`src/rtl/noc_flit_input_buffer_pkg.sv`:
```
// noc_flit_input_buffer_pkg: shared NoC flit width, input-buffer depth, tag bit offsets and framing states
package noc_flit_input_buffer_pkg;
  localparam int NOC_DATA_WIDTH = 32;
  localparam int NOC_INBUF_DEPTH = 4;
  localparam int TAG_TAIL_OFS = 0;
  localparam int TAG_HDR_OFS = 1;
  typedef enum logic {EXPECT_HDR, IN_PKT} frame_state_e;
endpackage

```
`src/rtl/noc_flit_fifo_mem.sv`:
```
// noc_flit_fifo_mem: DEPTH x W register array, clk/we/waddr/wdata write port, raddr/rdata asynchronous read port
module noc_flit_fifo_mem #(
  parameter int W = 34,
  parameter int DEPTH = 4,
  parameter int PTR_W = $clog2(DEPTH)
) (
  input  logic             clk,
  input  logic             we,
  input  logic [PTR_W-1:0] waddr,
  input  logic [W-1:0]     wdata,
  input  logic [PTR_W-1:0] raddr,
  output logic [W-1:0]     rdata
);
  logic [W-1:0] mem_q [DEPTH];
  always_ff @(posedge clk) if (we) mem_q[waddr] <= wdata;
  assign rdata = mem_q[raddr];
endmodule

```
`src/rtl/noc_flit_input_buffer.sv`:
```
// noc_flit_input_buffer: FWFT router input flit FIFO (in_* valid/ready push, out_* valid/ready pop) with flit/packet counts and sticky framing_err
module noc_flit_input_buffer
  import noc_flit_input_buffer_pkg::*;
#(
  parameter int DATA_WIDTH = NOC_DATA_WIDTH,
  parameter int DEPTH = NOC_INBUF_DEPTH,
  parameter int PTR_W = $clog2(DEPTH)
) (
  input  logic                  noc_clk,
  input  logic                  noc_rst_n,
  input  logic                  in_valid,
  output logic                  in_ready,
  input  logic [DATA_WIDTH-1:0] in_flit,
  input  logic                  in_is_header,
  input  logic                  in_is_tail,
  output logic                  out_valid,
  input  logic                  out_ready,
  output logic [DATA_WIDTH-1:0] out_flit,
  output logic                  out_is_header,
  output logic                  out_is_tail,
  output logic [PTR_W:0]        count,
  output logic [PTR_W:0]        pkt_count,
  output logic                  framing_err,
  input  logic                  err_clear
);
  logic [PTR_W-1:0] wr_ptr_q, wr_ptr_d, rd_ptr_q, rd_ptr_d;
  logic [PTR_W:0] count_q, count_d, pkt_count_q, pkt_count_d;
  logic err_q, err_d, push, pop, set_err;
  frame_state_e state_q, state_d;
  logic [DATA_WIDTH+1:0] rdata;
  assign in_ready = count_q != (PTR_W+1)'(DEPTH);
  assign out_valid = count_q != '0;
  assign push = in_valid & in_ready;
  assign pop = out_valid & out_ready;
  assign out_flit = rdata[DATA_WIDTH-1:0];
  assign out_is_header = rdata[DATA_WIDTH+TAG_HDR_OFS];
  assign out_is_tail = rdata[DATA_WIDTH+TAG_TAIL_OFS];
  assign count = count_q;
  assign pkt_count = pkt_count_q;
  assign framing_err = err_q;
  noc_flit_fifo_mem #(.W(DATA_WIDTH+2), .DEPTH(DEPTH), .PTR_W(PTR_W)) u_mem (
    .clk(noc_clk),
    .we(push),
    .waddr(wr_ptr_q),
    .wdata({in_is_header, in_is_tail, in_flit}),
    .raddr(rd_ptr_q),
    .rdata(rdata)
  );
  always_comb begin
    wr_ptr_d = push ? wr_ptr_q + PTR_W'(1) : wr_ptr_q;
    rd_ptr_d = pop ? rd_ptr_q + PTR_W'(1) : rd_ptr_q;
    count_d = count_q + (PTR_W+1)'(push) - (PTR_W+1)'(pop);
    pkt_count_d = pkt_count_q + (PTR_W+1)'(push & in_is_tail) - (PTR_W+1)'(pop & out_is_tail);
    set_err = push & ((state_q == EXPECT_HDR) ? !in_is_header : in_is_header);
    state_d = !push ? state_q :
              in_is_header ? (in_is_tail ? EXPECT_HDR : IN_PKT) :
              (state_q == IN_PKT && !in_is_tail) ? IN_PKT : EXPECT_HDR;
    err_d = set_err | (err_q & !err_clear);
  end
  always_ff @(posedge noc_clk or negedge noc_rst_n) begin
    if (!noc_rst_n) begin
      wr_ptr_q <= '0;
      rd_ptr_q <= '0;
      count_q <= '0;
      pkt_count_q <= '0;
      state_q <= EXPECT_HDR;
      err_q <= 1'b0;
    end else begin
      wr_ptr_q <= wr_ptr_d;
      rd_ptr_q <= rd_ptr_d;
      count_q <= count_d;
      pkt_count_q <= pkt_count_d;
      state_q <= state_d;
      err_q <= err_d;
    end
  end
endmodule

```
`config.mk`:
```
export PLATFORM = sky130hd
export DESIGN_NAME = noc_flit_input_buffer
export DESIGN_NICKNAME = d
export VERILOG_FILES = /design/src/rtl/noc_flit_input_buffer_pkg.sv /design/src/rtl/noc_flit_fifo_mem.sv /design/src/rtl/noc_flit_input_buffer.sv
export SDC_FILE = /design/constraint.sdc
export NUM_CORES = 1
export LEC_CHECK = 0
export ABC_CLOCK_PERIOD_IN_PS = 4550
export BUFFER_PORTS_ARGS = -buffer_cell sky130_fd_sc_hd__buf_4
export CORE_MARGIN = 2
export CORE_UTILIZATION = 55
export DETAILED_ROUTE_END_ITERATION = 16
export PLACE_DENSITY = 0.74
export SYNTH_ARGS = -nofsm -noshare
export SYNTH_HDL_FRONTEND = slang
export SYNTH_HIERARCHICAL = 1
export SYNTH_SLANG_ARGS = --single-unit
```
`constraint.sdc`:
```
create_clock -name noc_clk -period 4.55 [get_ports noc_clk]
set_input_delay 0.6825 -clock noc_clk [delete_from_list [all_inputs] [get_ports noc_clk]]
set_output_delay 0.6825 -clock noc_clk [all_outputs]
set_load 0.005 [all_outputs]
```
== Yosys cells after proc, flatten, opt, wreduce, memory -nomap -nowiden ==
Memories as Yosys holds them, arrays and structs flattened.
Index checks and enable logic that the tools add are counted.

* Bits in read-only memories: 0
* Latch bits: 0
* Memories: 1
* Memory bits (writable): 136
* Flip-flop bits (word level): 12
* Output and inout bits: 43
* Word-level logic and storage cells: 32
* Input bits: 39

{| class="wikitable"
|+ Memory list
! memory !! depth !! bits a word !! read ports !! clocked after memory_dff !! write ports !! line !! RTL
|-
| u_mem.mem_q || 4 || 34 || 1 || 0 || 1 || noc_flit_fifo_mem.sv:14 || <nowiki>logic [W-1:0] mem_q [DEPTH];</nowiki>
|}

* Multipliers: 0
* Bitwise logic cells: 7
* Add/subtract/negate cells: 6
* Div/mod/pow operators: 0
* Order comparisons: 0
* Reductions and logical operators: 5
* Shifts and indexed selects: 0
* Muxes and demuxes: 6
* Equality and inequality tests: 1

{| class="wikitable"
|+ Operators with widths
! cell !! count
|-
| $add A3 B1 Y3 || 2
|-
| $and A1 B1 Y1 || 6
|-
| $mux W1 || 6
|-
| $sub A3 B1 Y3 || 2
|-
| $add A2 B1 Y2 const B || 2
|-
| $logic_not A1 Y1 || 3
|-
| $ne A3 B3 Y1 const B || 1
|-
| $reduce_bool A3 Y1 || 1
|-
| $logic_and A1 B1 Y1 || 1
|-
| $or A1 B1 Y1 || 1
|}

== Longest topological paths before layout ==
Gate-level depths: netlist of run 1.

* Depth after elaboration: 5
* Depth in mapped cells: 10
* Mapped depth without buffers: 9

== By module ==
Netlist of run 1, hierarchy kept.

{| class="wikitable"
|+ By module, submodules not included
! module !! cells an instance !! area each (µm²) !! sequential area each (µm²) !! times used
|-
| noc_flit_fifo_mem || 182 || 4986.0 || 4083.9 || 1
|-
| noc_flit_input_buffer || 46 || 573.0 || 300.3 || 1
|}

== Least setup slack after synthesis of run 1 ==
Ideal clock, no wire load.

* Path type: input-to-reg
* From: input port in_valid
* To: memory u_mem.mem_q[0][0], enable pin
* Path buffers: 0
* Data required time: 4.075 ns
* Arrival: 3.363 ns
* Setup slack: 0.712 ns
* Library setup time: 0.475 ns
* Stages on the path: 2
* Cell sequence: and2_4 -> nor3b_1

* Cells in the longest elaborated chain, start to end: 3

{| class="wikitable"
|+ RTL lines
! element !! line !! RTL
|-
| start: declaration || noc_flit_input_buffer.sv:11 || <nowiki>input logic in_valid,</nowiki>
|-
| $and A1 B1 Y1 || noc_flit_input_buffer.sv:33 || <nowiki>assign push = in_valid & in_ready;</nowiki>
|-
| $mux W1 || noc_flit_fifo_mem.sv:15 || <nowiki>always_ff @(posedge clk) if (we) mem_q[waddr] <= wdata;</nowiki>
|-
| $mux W1 (implied by the code) || noc_flit_fifo_mem.sv:15 ||
|-
| end: declaration || noc_flit_fifo_mem.sv:14 ||
|}

No other way between the ends.

== Final worst setup path of run 1 ==
* From: register rd_ptr_q[0]
* To: output port out_is_header

* Cells in the longest elaborated chain, start to end: 1

{| class="wikitable"
|+ RTL lines
! element !! line !! RTL
|-
| start: declaration || noc_flit_input_buffer.sv:26 || <nowiki>logic [PTR_W-1:0] wr_ptr_q, wr_ptr_d, rd_ptr_q, rd_ptr_d;</nowiki>
|-
| start signal: assignment || noc_flit_input_buffer.sv:70 || <nowiki>rd_ptr_q <= rd_ptr_d;</nowiki>
|-
| $mem_v2 Z4 W34 || -- ||
|-
| end: declaration || noc_flit_input_buffer.sv:19 || <nowiki>output logic out_is_header,</nowiki>
|}

No other way between the ends.

==> results.txt, run 1 <==
Initial Util = 56.9%
Critical Path AT = 2.55 ns
DIE AREA = 0.0109 mm2
CTS root buffer = clkbuf_8
Switching Share = 27.4%
Clock share of power = 28.8%
Vias in the first global route = 2819
Worst Path Required = 3.87 ns
Core area = 0.00977 mm2
Critical path type = flip-flop to output pin
Share of layout cells above drive strength 1 = 45.7%
Sequential share of power = 43.0%
Pre-antenna DRT Iters = 5
Worst-Skew Late Latency = 0.52 ns
Commonest non-fill, non-tap cell in the layout = edfxtp_1
Yosys cell types = 26
Pin count of the biggest net entering global routing = 35
Chip Width = 105 um
Post-CTS Resized = 0
Hold Crit Class = primary input to flip-flop
Tmin final = 3.24 ns
CP Max Fanout = 19
Hold WS = 0.348 ns
YS warnings = 6
Number of synthesized register bits = 148
Synth Net Count = 273
Clk_skew = 0.0105 ns
Initial antenna violation count = 0
Port buffer count = 81
Post-Synth Adder-Cell Area = 1.62%
Placed Cells = 437
Sink Count = 148
Launching point of the worst reg2reg path = rd_ptr_q[0]
RR Endpoint = pkt_count[2]
Htree depth = 4
Hold depth = 2
First-pass GRT wire length = 15300 um
Most frequent cells in the layout = edfxtp_1 (136), buf_4 (84), mux4_2 (30), clkbuf_16 (16), dfrtp_1 (10)
PD cells = 668 mW/mm2
Syn Inst Count = 228
Final Hold Viols = 0
Clock buffer depth = 2
Mapped Avg Cell Area = 24.4 um2
Max_slew headroom = 34.6%
Final #Nets = 369
Main combinational cell family by area after synthesis = multiplexers
Number of DRC markers in iteration 0 = 111
Register area share after synthesis = 78.9%
Antenna viol nets, final = 0
F_max = 309 MHz
Finished Layout Cells = 470
Max_cap viols = 0
Status = finished, final reports clean
Comb power frac = 28.2%
Ant diodes = 0
Post-synth ARST share = 8.11%
FP Rows = 36
Total CTS buffers = 17
Int Power = 3330 uW
Worst Hold Launch = err_clear
Via count = 2603
GP Congestion = 0.682
Routed length per instance = 20.7 um
Worst Hold End = framing_err
Tcrit/Tclk final = 71.1%
RSZ-0062 raised after global routing = no
Setup crit end kind = output pin
Switching power = 1250 uW
Setup_tns = 0 ns
Main flop type after synthesis = edfxtp_1
Worst R2R Setup Slack = 1.74 ns
Die H = 105 um
Leakage power = 0.00245 uW
Register-to-Register Path Depth = 8
Synth Area in Compound Gates = 0.473%
Multiplexer share of the synthesized area = 14.0%
DRT Wirelength = 9750 um
Synth Area in XOR/XNOR = 1.42%
Boundary Pins = 82
Max Slew Vio Count = 0
Peak VDD IR = 0.000425 V
Synth Area in Simple Gates = 1.40%
Via density = 5.54
Worst-path clk slew = 0.06 ns
Total global routing overflow = 0
Worst-Margin Slew = 0.981 ns
Area Overhead vs Synth = 23.4%
Residual DRC = 0
Tot GR Track Use = 19.4%
Post-synth design cell area = 0.00556 mm2
Post-synth EDFFs = 136
Setup-failing EPs final = 0
CTS tree = done
Post-detail-place hpwl = 5550 um
Startpoint types = flip-flop
==> power groups by stage <==
stage | sequential (uW) | clock [uW] | combinational [uW]
after floorplan | 1920 | 0 | 827
after detailed placement | 1990 | 0 | 1310
after global routing | 2000 | 1400 | 1390
final | 1970 | 1320 | 1290
after global placement | 1980 | 0 | 1280
after CTS | 1980 | 1350 | 1320
==> synthesized netlist by cell type, drive strengths merged, types with 2 or more instances <==
library cell	n	area [um2]
ha	4	50.1
nand2	2	7.51
and3b	2	17.5
fa	2	40.0
and2	2	15.0
mux4	34	781
and3	2	12.5
inv	7	26.3
dfrtp	12	300
xnor2	5	43.8
buf	7	86.3
edfxtp	136	4080
xor2	4	35.0
==> what timing repair did <==
item	4_1_cts	5_1_grt
hold buffers	1	0
endpoints found under the hold margin	12	0
buffers inserted	0	0
==> cell families (layout without fill, tap and decap cells) <==
family                   count (synthesis)  count (layout)
flip-flops                             148             148
multiplexers                            34              34
buffers and inverters                   16             125
AND/OR/NAND/NOR                         11              11
XOR/XNOR                                 9               9
adder cells (fa/ha/maj)                  6               6
AO/OA/AOI/OAI                            4               4
==> final cells by class <==
cell class | count | area (um2)
Fill cell | 591 | 2910
Multi-Input combinational cell | 64 | 1060
Sequential cell | 148 | 4390
Clock inverter | 15 | 159
Tap cell | 133 | 166
Inverter | 8 | 31.3
Clock buffer | 17 | 414
Timing Repair Buffer | 85 | 641
==> sequential cells by signal (all words and copies together), names as in the netlist <==
| name | flops |
|---|---|
| u_mem/mem_q | 136 |
| count | 3 |
| pkt_count | 3 |
| rd_ptr_q | 2 |
| wr_ptr_q | 2 |
| framing_err | 1 |
| state_q | 1 |
==> worst max-delay path: stages, from the launching register on <==
cell and delay, ns:
dfrtp_2 0.76, buf_4 0.47, mux4_1 0.64, buf_4 0.16
==> per-layer routing <==
layer	vias up	wire [um]	GRT usage, %
li1	1143	-	-
met1	1371	4070	24.4
met2	75	5080	32.0
met3	14	418	5.30
met4	0	179	8.40
met5	-	0	0
==> per-stage QoR <==
| step | area (um2) | setup WS, ns | utilization [%] | total power (uW) |
|---|---|---|---|---|
| floorplan | 5560 | 0.712 | - | 2750 |
| CTS | 6860 | 1.24 | 70.2 | 4650 |
| global route | 6860 | 1.16 | 70.2 | 4800 |
| detailed placement | 6280 | 1.71 | 64.2 | 3310 |
| global placement | 6280 | 1.76 | 64.2 | 3260 |
| finish | 6860 | 1.31 | 70.2 | 4580 |
==> how the worst max path moves through the flow <==
stage | from | endpoint | slack (ns) | depth (start not counted)
after detailed placement | rd_ptr_q[0] | pkt_count[2] | 1.71 | 8
final | rd_ptr_q[0] | out_is_header | 1.31 | 3
after floorplan | in_valid | u_mem/mem_q[0][0] | 0.71 | 2
after global routing | rd_ptr_q[0] | out_is_header | 1.16 | 3
after CTS | rd_ptr_q[0] | out_is_header | 1.24 | 3
after global placement | rd_ptr_q[0] | pkt_count[2] | 1.76 | 8
No activity file was read; power rests on OpenSTA's default activity.
==> run 2, diff against run 1 <==
ABC_AREA = 1   (was not set)
ABC_CLOCK_PERIOD_IN_PS = 2800   (was 4550)
CORE_UTILIZATION = 52   (was 55)
PLACE_DENSITY = 0.73   (was 0.74)
clock period = 2.8 ns   (was 4.55 ns; I/O delays follow)
==> run 2 against run 1 <==
Flip-flop and latch count did not move. Area after synthesis rose by 16%. First-iteration DRC count rose to 2.6 times the previous value. Combinational power rose by 120%. Setup slack got worse by 0.78 ns. Clock skew fell by 0.0049 ns. Sequential power rose by 58%. Highest routed layer unchanged.
==> results.txt, run 2 <==
Status = finished, final reports clean
Yosys top cell area share = 63.6%
Critical Path AT = 1.85 ns
Setup-failing EPs final = 0
RSZ-0062 raised after global routing = no
Pre-antenna DRT Iters = 4
Hold WS = 0.201 ns
Int Power = 5750 uW
Post-synth design cell area = 0.00642 mm2
Ant diodes = 0
Core area = 0.0120 mm2
Residual DRC = 0
DRT Wirelength = 12700 um
Sink Count = 148
Synth Net Count = 664
Chip Width = 115 um
Most frequent cells in the layout = nand2_1 (198), inv_1 (153), edfxtp_1 (136), buf_4 (92), nand3_1 (70)
Routed length per instance = 14.6 um
CP Depth = 6
Post-detail-place hpwl = 7320 um
FP Rows = 40
Initial antenna violation count = 0
F_max = 440 MHz
Tcrit/Tclk final = 81.1%
Worst Path Required = 2.38 ns
CTS tree = done
Via density = 4.88
Filler instances = 877
Worst path max stage delay = 0.45 ns
Antenna viol nets, final = 0
Switching power = 2720 uW
Setup crit end kind = output pin
Most numerous cell in the Yosys netlist = nand2_1
Max reg flops = 136
Initial Util = 53.5%
Post-DP Area = 0.00718 mm2
Worst path slowest cell = dfrtp_2
Leakage power = 0.00373 uW
Mapped Avg Cell Area = 10.4 um2
Commonest non-fill, non-tap cell in the layout = nand2_1
Post-CTS Resized = 0
Max_slew headroom = 62.5%
PD cells = 1080 mW/mm2
Max Slew Vio Count = 0
Area Overhead vs Synth = 22.0%
Post-synth EDFFs = 136
Worst-Margin Slew = 0.563 ns
Syn Inst Count = 619
Hold depth = 1
Yosys cell types = 20
Hold Crit Class = primary input to flip-flop
Pin count of the biggest net entering global routing = 43
Startpoint types = flip-flop
Number of DRC markers in iteration 0 = 292
First-pass GRT wire length = 20200 um
Commonest cells in the netlist = nand2_1 (198), inv_1 (153), edfxtp_1 (136)
Worst-Skew Late Latency = 0.42 ns
Tot GR Track Use = 20.6%
Htree depth = 4
Share of layout cells above drive strength 1 = 18.1%
Biggest register = u_mem/mem_q
Final Hold Viols = 0
Clock buffer depth = 2
Boundary Pins = 82
Total global routing overflow = 0
Area contributors post-synth = edfxtp_1 (64%), nand2_1 (12%), inv_1 (8.9%)
Register area share after synthesis = 68.2%
Tmin final = 2.27 ns
Comb power frac = 34.1%
Register-to-Register Path Depth = 13
Final #Nets = 754
Critical path type = flip-flop to output pin
GP Congestion = 0.757
CP Max Fanout = 42
Clock share of power = 29.1%
Port buffer count = 81
Switching Share = 32.1%
Number of synthesized register bits = 148
Leading area contributor after synthesis = edfxtp_1
Post-synth ARST share = 8.11%
Main flop type after synthesis = edfxtp_1
Die H = 115 um
Final instance area = 0.00784 mm2
Max_cap viols = 0
Peak VDD IR = 0.000726 V
DIE AREA = 0.0133 mm2
Total CTS buffers = 17
Critical Path, Cell by Cell = inv_2 -> buf_4 -> nand2_1 -> nand3_1 -> nand2_1 -> buf_4
Cell family with most CP delay = buffers and inverters
YS warnings = 6
Worst-path clk slew = 0.05 ns
Clk_skew = 0.00559 ns
CTS root buffer = clkbuf_16
Sequential share of power = 36.8%
WP buf/inv = 3
Via count = 4245
Vias in the first global route = 4330
[run 2: cell count changes in the layout (fill, tap and decap cells not counted), sizes merged, moves of 5 or more]
cell    delta
nand3     +70
buf        +8
inv      +147
mux4      -34
nand2    +200
nand3b     +5
[run 2: layout make-up]
| type | instances | area, um2 | share of cell area [%] |
|---|---|---|---|
| clock inverter | 12 | 209 | 2.67 |
| clock buffer | 20 | 437 | 5.57 |
| multi-input combinational | 293 | 1340 | 17.0 |
| tap | 147 | 184 | 2.35 |
| sequential | 148 | 4390 | 56.0 |
| timing repair buffer | 93 | 701 | 8.94 |
| inverter | 156 | 586 | 7.47 |
[run 2: power by group through the flow]
stage | registers, uW | clock network [uW] | logic [uW]
after global placement | 3140 | 0 | 2800
after detailed placement | 3160 | 0 | 2900
final | 3120 | 2470 | 2890
after global routing | 3160 | 2580 | 3240
after floorplan | 3140 | 0 | 1710
after CTS | 3120 | 2510 | 2930
[run 2: final timing paths]
path / start / to / slack [ns]
min: in_flit[26] / u_mem/mem_q[2][26] / 0.20
max: rd_ptr_q[0] / out_flit[19] / 0.53
max reg2reg: rd_ptr_q[0] / pkt_count[2] / 0.60
min reg2reg: framing_err / framing_err / 0.50
max in group asynchronous: noc_rst_n / rd_ptr_q[0] / 2.24
min in group asynchronous: noc_rst_n / count[1] / 0.38
[run 2: what timing repair did]
item | CTS | global route
hold buffers | 1 | 0
endpoints found under the hold margin | 12 | 0
setup endpoints to repair | 0 | 0
setup buffers | 0 | 0
[run 2: layer usage]
layer / up-vias / track usage [%] / share of wire, %
li1: 2097 / - / -
met1: 1999 / 22.4 / 40
met2: 138 / 37.3 / 53
met3: 11 / 5.80 / 6.4
met4: 0 / 9.64 / 1.3
met5: - / 0 / 0
[run 2: worst register-to-register path: stages (launching register included)]
cell     delay (ns)
dfrtp_2        0.45
inv_2          0.10
nand2_1        0.05
nand3_1        0.09
nand2_1        0.10
inv_1          0.06
nor2_1         0.04
ha_1           0.26
inv_1          0.04
ha_1           0.18
fa_1           0.44
xor2_1         0.16
nand2_1        0.07
nand2_1        0.05
[run 2: logic make-up (layout without fill, tap and decap cells)]
kind of cell	Yosys count	after routing	share of synthesized area [%]
buffers and inverters	178	281	11.3
DFF	148	148	68.2
and+or+nand+nor	285	285	18.8
adders and majority gates	6	6	1.40
xor gates and xnor gates	2	2	0.273
[run 2: per-stage QoR]
stage | utilization [%] | TNS (ns) | std cells | total power, uW | worst slack, ns
floorplan | - | -101.33 | 619 | 4850 | -0.745
global placement | 59.8 | 0 | 836 | 5940 | 0.720
detailed placement | 59.8 | 0 | 836 | 6050 | 0.653
CTS | 65.3 | 0 | 869 | 8550 | 0.492
global route | 65.3 | 0 | 869 | 8990 | 0.398
finish | 65.3 | 0 | 869 | 8470 | 0.528
